`config.mk`:
```
export PLATFORM = sky130hd
export DESIGN_NAME = number_packer_flat
export DESIGN_NICKNAME = d
export VERILOG_FILES = /design/src/rtl/number_packer_if.sv /design/src/rtl/number_packer.sv /design/src/flat_wrapper.sv
export SDC_FILE = /design/constraint.sdc
export NUM_CORES = 1
export LEC_CHECK = 0
export BUFFER_PORTS_ARGS = -buffer_cell sky130_fd_sc_hd__buf_2
export CAP_MARGIN = 20
export CORE_MARGIN = 2
export CORE_UTILIZATION = 54
export DETAILED_ROUTE_END_ITERATION = 8
export GPL_TIMING_DRIVEN = 0
export PLACE_DENSITY_LB_ADDON = 0.05
export SLEW_MARGIN = 10
export SYNTH_ARGS = -nofsm -noshare
export SYNTH_HDL_FRONTEND = slang
export SYNTH_SLANG_ARGS = --single-unit
```
`constraint.sdc`:
```
create_clock -name clk_i -period 3.05 [get_ports clk_i]
set_clock_uncertainty 0.2 [all_clocks]
set_input_delay 0.7625 -clock clk_i [delete_from_list [all_inputs] [get_ports clk_i]]
set_output_delay 0.7625 -clock clk_i [all_outputs]
set_load 0.1 [all_outputs]
```
`src/rtl/number_packer_if.sv`:
```
// Handshake bundle between a one-number-per-beat producer, the packer and the pipeline adder.
// sum_o is present only when NUMBER_PACKER_SUM_EN is defined.
interface number_packer_if #(
  parameter int unsigned NUMBERS_AMOUNT = 8,
  parameter int unsigned NUMBER_WIDTH   = 4
);
  localparam int unsigned SumWidth = NUMBER_WIDTH + $clog2(NUMBERS_AMOUNT);

  logic [NUMBER_WIDTH-1:0]                     data_i;
  logic                                        data_valid_i;
  logic                                        ready_o;
  logic [NUMBERS_AMOUNT-1:0][NUMBER_WIDTH-1:0] data_o;
  logic                                        data_valid_o;
  logic                                        ready_i;
`ifdef NUMBER_PACKER_SUM_EN
  logic [SumWidth-1:0]                         sum_o;
`endif

  // slave: the packer itself; master: the surrounding producer/consumer.
  modport slave (
    input  data_i,
    input  data_valid_i,
    input  ready_i,
    output ready_o,
    output data_o,
    output data_valid_o
`ifdef NUMBER_PACKER_SUM_EN
    ,
    output sum_o
`endif
  );

  modport master (
    output data_i,
    output data_valid_i,
    output ready_i,
    input  ready_o,
    input  data_o,
    input  data_valid_o
`ifdef NUMBER_PACKER_SUM_EN
    ,
    input  sum_o
`endif
  );
endinterface

```
`src/rtl/number_packer.sv`:
```
// Collects NUMBERS_AMOUNT serial operands into one packed vector for the pipeline adder.
// Defining NUMBER_PACKER_SUM_EN adds a registered exact running sum on sum_o.
module number_packer #(
  parameter int unsigned NUMBERS_AMOUNT = 8,
  parameter int unsigned NUMBER_WIDTH   = 4,
  parameter bit          SIGNED         = 1'b1
) (
  input logic             clk_i,
  input logic             rst_i,
  number_packer_if.slave  bus
);
  localparam int unsigned IdxW = $clog2(NUMBERS_AMOUNT);

  if (NUMBERS_AMOUNT < 2 || NUMBER_WIDTH < 1 || SIGNED > 1'b1) begin : g_param_check
    $error("number_packer: illegal parameter combination");
  end

  typedef enum logic {StFill, StFull} state_e;

  state_e                                      state_q, state_d;
  logic [IdxW-1:0]                             idx_q, idx_d;
  logic [NUMBERS_AMOUNT-1:0][NUMBER_WIDTH-1:0] data_q, data_d;
  logic                                        in_hs, out_hs;

  // ready_i feeds ready_o combinationally so a full vector can drain while the next fills.
  assign bus.ready_o      = (state_q == StFill) || bus.ready_i;
  assign bus.data_valid_o = (state_q == StFull);
  assign bus.data_o       = data_q;
  assign in_hs            = bus.data_valid_i && bus.ready_o;
  assign out_hs           = bus.data_valid_o && bus.ready_i;

  always_comb begin
    state_d = state_q;
    idx_d   = idx_q;
    data_d  = data_q;
    unique case (state_q)
      StFill: begin
        if (in_hs) begin
          data_d[idx_q] = bus.data_i;
          if (idx_q == IdxW'(NUMBERS_AMOUNT - 1)) begin
            idx_d   = '0;
            state_d = StFull;
          end else begin
            idx_d = idx_q + 1'b1;
          end
        end
      end
      StFull: begin
        if (out_hs) begin
          state_d = StFill;
          if (in_hs) begin
            data_d[0] = bus.data_i;
            idx_d     = IdxW'(1);
          end else begin
            idx_d = '0;
          end
        end
      end
      default: state_d = StFill;
    endcase
  end

  always_ff @(posedge clk_i or negedge rst_i) begin
    if (!rst_i) begin
      state_q <= StFill;
      idx_q   <= '0;
      data_q  <= '0;
    end else begin
      state_q <= state_d;
      idx_q   <= idx_d;
      data_q  <= data_d;
    end
  end

`ifdef NUMBER_PACKER_SUM_EN
  localparam int unsigned SumW = NUMBER_WIDTH + $clog2(NUMBERS_AMOUNT);
  localparam int unsigned ExtW = SumW - NUMBER_WIDTH;

  logic [SumW-1:0] sum_q, sum_d, operand_ext;

  assign operand_ext = SIGNED ? {{ExtW{bus.data_i[NUMBER_WIDTH-1]}}, bus.data_i}
                              : {{ExtW{1'b0}}, bus.data_i};
  assign bus.sum_o   = sum_q;

  // The first operand of a vector loads the accumulator, later ones add to it.
  always_comb begin
    sum_d = sum_q;
    if (in_hs) begin
      if (state_q == StFull || idx_q == '0) begin
        sum_d = operand_ext;
      end else begin
        sum_d = sum_q + operand_ext;
      end
    end
  end

  always_ff @(posedge clk_i or negedge rst_i) begin
    if (!rst_i) begin
      sum_q <= '0;
    end else begin
      sum_q <= sum_d;
    end
  end
`endif
endmodule

```
`src/flat_wrapper.sv`:
```
// flat-port wrapper written by rule: the top's interface ports become plain ports
module number_packer_flat 
#(
  parameter int unsigned NUMBERS_AMOUNT = 8,
  parameter int unsigned NUMBER_WIDTH   = 4,
  parameter bit          SIGNED         = 1'b1
)
  (clk_i, rst_i, bus_data_i, bus_data_valid_i, bus_ready_i, bus_ready_o, bus_data_o, bus_data_valid_o);
  number_packer_if #(.NUMBERS_AMOUNT(NUMBERS_AMOUNT), .NUMBER_WIDTH(NUMBER_WIDTH)) bus_i ();
  input logic clk_i;
  input logic rst_i;
  input wire logic [$bits(bus_i.data_i)-1:0] bus_data_i;
  input wire logic [$bits(bus_i.data_valid_i)-1:0] bus_data_valid_i;
  input wire logic [$bits(bus_i.ready_i)-1:0] bus_ready_i;
  output wire logic [$bits(bus_i.ready_o)-1:0] bus_ready_o;
  output wire logic [$bits(bus_i.data_o)-1:0] bus_data_o;
  output wire logic [$bits(bus_i.data_valid_o)-1:0] bus_data_valid_o;
  assign bus_i.data_i = bus_data_i;
  assign bus_i.data_valid_i = bus_data_valid_i;
  assign bus_i.ready_i = bus_ready_i;
  assign bus_ready_o = bus_i.ready_o;
  assign bus_data_o = bus_i.data_o;
  assign bus_data_valid_o = bus_i.data_valid_o;
  number_packer #(.NUMBERS_AMOUNT(NUMBERS_AMOUNT), .NUMBER_WIDTH(NUMBER_WIDTH), .SIGNED(SIGNED)) u_core (.clk_i(clk_i), .rst_i(rst_i), .bus(bus_i));
endmodule
```
==> metrics <==
status finished clean; Initial Util 55.24%; worst-path fanout max 9; final setup vio count 0; CP required 2.09 ns; initial drt markers 10; Worst slew margin 48.91%; share of synthesized registers carrying an async set or reset 100.0%; CTS root buffer clkbuf_4; clk buf depth 2; setup tns final 0 ns; top-count cell post-synth dfrtp_1; area leader, netlist dfrtp_1; TritonCTS clock tree done; critical path startpoint category flip-flop; Die H 56.42 µm; R2R depth 3; sequential area share after synthesis 60.71%; grt ovf 0; Residual DRC 0; Area contributors post-synth dfrtp_1 (61%), mux2_2 (21%), mux2_4 (4.0%); CP endpoint kind output pin; post-synth cell types 21; synth cell count leaders dfrtp_1 (36), mux2_2 (28), mux2_4 (4); number of global-route vias before repair 942; Hold Path Class in -> async; full die area 0.003183 mm²; largest net degree at the start of global routing 37; share of the synthesized area in the top cell type 60.71%; Final Max Tran Viols 0; core footprint 0.002686 mm²; WS Path Type reg -> out; Post-CTS Setup Inserts 0; minimum clock period 2.387 ns; area grow syn2layout 20.24%; overall routed net length 2688 µm; DR vias 926; Post-synth EDFFs 0; mapped cell area 0.001484 mm²; Yosys warnings 0; drt first pass iters 4; # IOs 42; fin crit share 78.25%; # diodes 0; first-pass GRT wire length 4609 µm; worst-margin pin slew 0.7663 ns; CP arrival 1.42 ns; Yosys reg bits 36; IO Port Bufs 41; cells after synthesis 94; Num CTS Buffers 5; RSZ-0062 raised after global routing false; Tot GR Track Use 19.29%; synthesized area per cell 15.79 µm²; DR vias/cell 5.322; Final GP Congestion 0.7848; clock latency on the worst-skew pair 0.34 ns; Maximum Capacitance Violations 0; ys flop type dfrtp_1; Max Clock Freq 0.4190 GHz; share of cells above drive strength 1 61.54%; initial antenna violation count 0; post-synthesis net count 104; Core Rows 19; CTS resizes 0; CTS clk-pin slew, worst paths 0.11 ns; DIE WIDTH 56.42 µm; Max H-tree Level 2; Fin. Hold Viols 0; per-cell routed wire length 15.45 µm; post-route ant nets 0; hpwl dp 1918 µm; Nets 152; hold_buf cts 0; CTS Sinks 36
==> cell usage in the layout (no fill, tap or decap), types with 2 or more instances in the layout <==
| master | n |
|---|---|
| o21ai_0 | 2 |
| a22o_1 | 2 |
| dfrtp_1 | 36 |
| mux2_4 | 4 |
| ha_1 | 2 |
| mux2_2 | 28 |
| buf_2 | 42 |
| nand2_1 | 3 |
| clkbuf_4 | 5 |
| nand3b_1 | 2 |
| clkinv_2 | 2 |
| nor3b_2 | 3 |
==> cells by family after synthesis <==
kind of cell	count (synthesis)	share of synthesized area, %
fa+ha+maj	2	1.686
simple gates	17	9.107
flops	36	60.71
buf+inv	1	0.3369
compound gates	6	2.867
mux	32	25.30
==> critical path, cell delays in order (launching register included) <==
cell and delay, ns:
dfrtp_1 0.49, nand2b_1 0.16, buf_2 0.44
==> cell type report <==
cell class	count	area, µm²
clock buffers	5	37.54
clock inverters	3	18.77
flip-flops and latches	36	900.9
plain buffers	1	5.005
multi-input cells	57	578.1
fillers	203	902.1
repair buffers	41	205.2
well taps	31	38.79
==> stage by stage <==
| step | hold slack [ns] | utilization (%) | worst slack [ns] | cells | instance area (µm²) |
|---|---|---|---|---|---|
| floorplan | 0.2669 | - | 0.2207 | 94 | 1484 |
| global placement | 0.2822 | 64.32 | 0.6972 | 166 | 1728 |
| detailed placement | 0.2888 | 64.32 | 0.6665 | 166 | 1728 |
| CTS | 0.3021 | 66.42 | 0.6517 | 174 | 1784 |
| global route | 0.3260 | 66.42 | 0.5981 | 174 | 1784 |
| finish | 0.2875 | 66.42 | 0.6634 | 174 | 1784 |
==> routing by layer <==
layer  part of all wire [%]  up-vias  GRT usage (%)
met5                      0        -              0
met4                    1.6        0          8.163
met3                    5.5        5          6.452
met2                     49       23          29.07
met1                     44      461          25.54
li1                       -      437              -
==> registers in the layout, indices dropped and copies added (netlist names) <==
| name | count |
|---|---|
| u_core.bus.data_o | 32 |
| u_core.idx_q | 3 |
| u_core.bus.data_valid_o | 1 |
==> worst paths after layout <==
path / startpoint / endpoint / slack [ns]
min in group clk_i: u_core.bus.data_o[0]$_DFFE_PN0P_ / u_core.bus.data_o[0]$_DFFE_PN0P_ / 0.31
max in group asynchronous: rst_i / u_core.idx_q[0]$_DFFE_PN0P_ / 1.88
worst max-delay path: u_core.bus.data_valid_o$_DFF_PN0_ / bus_ready_o / 0.66
worst min register to register: u_core.bus.data_o[0]$_DFFE_PN0P_ / u_core.bus.data_o[0]$_DFFE_PN0P_ / 0.31
worst min-delay path: rst_i / u_core.bus.data_valid_o$_DFF_PN0_ / 0.29
worst max register to register: u_core.bus.data_valid_o$_DFF_PN0_ / u_core.bus.data_o[23]$_DFFE_PN0P_ / 1.29
Power is left out: the tool's default activity adds up to more than one toggle a clock period on the data nets, which glitch-free logic cannot reach.
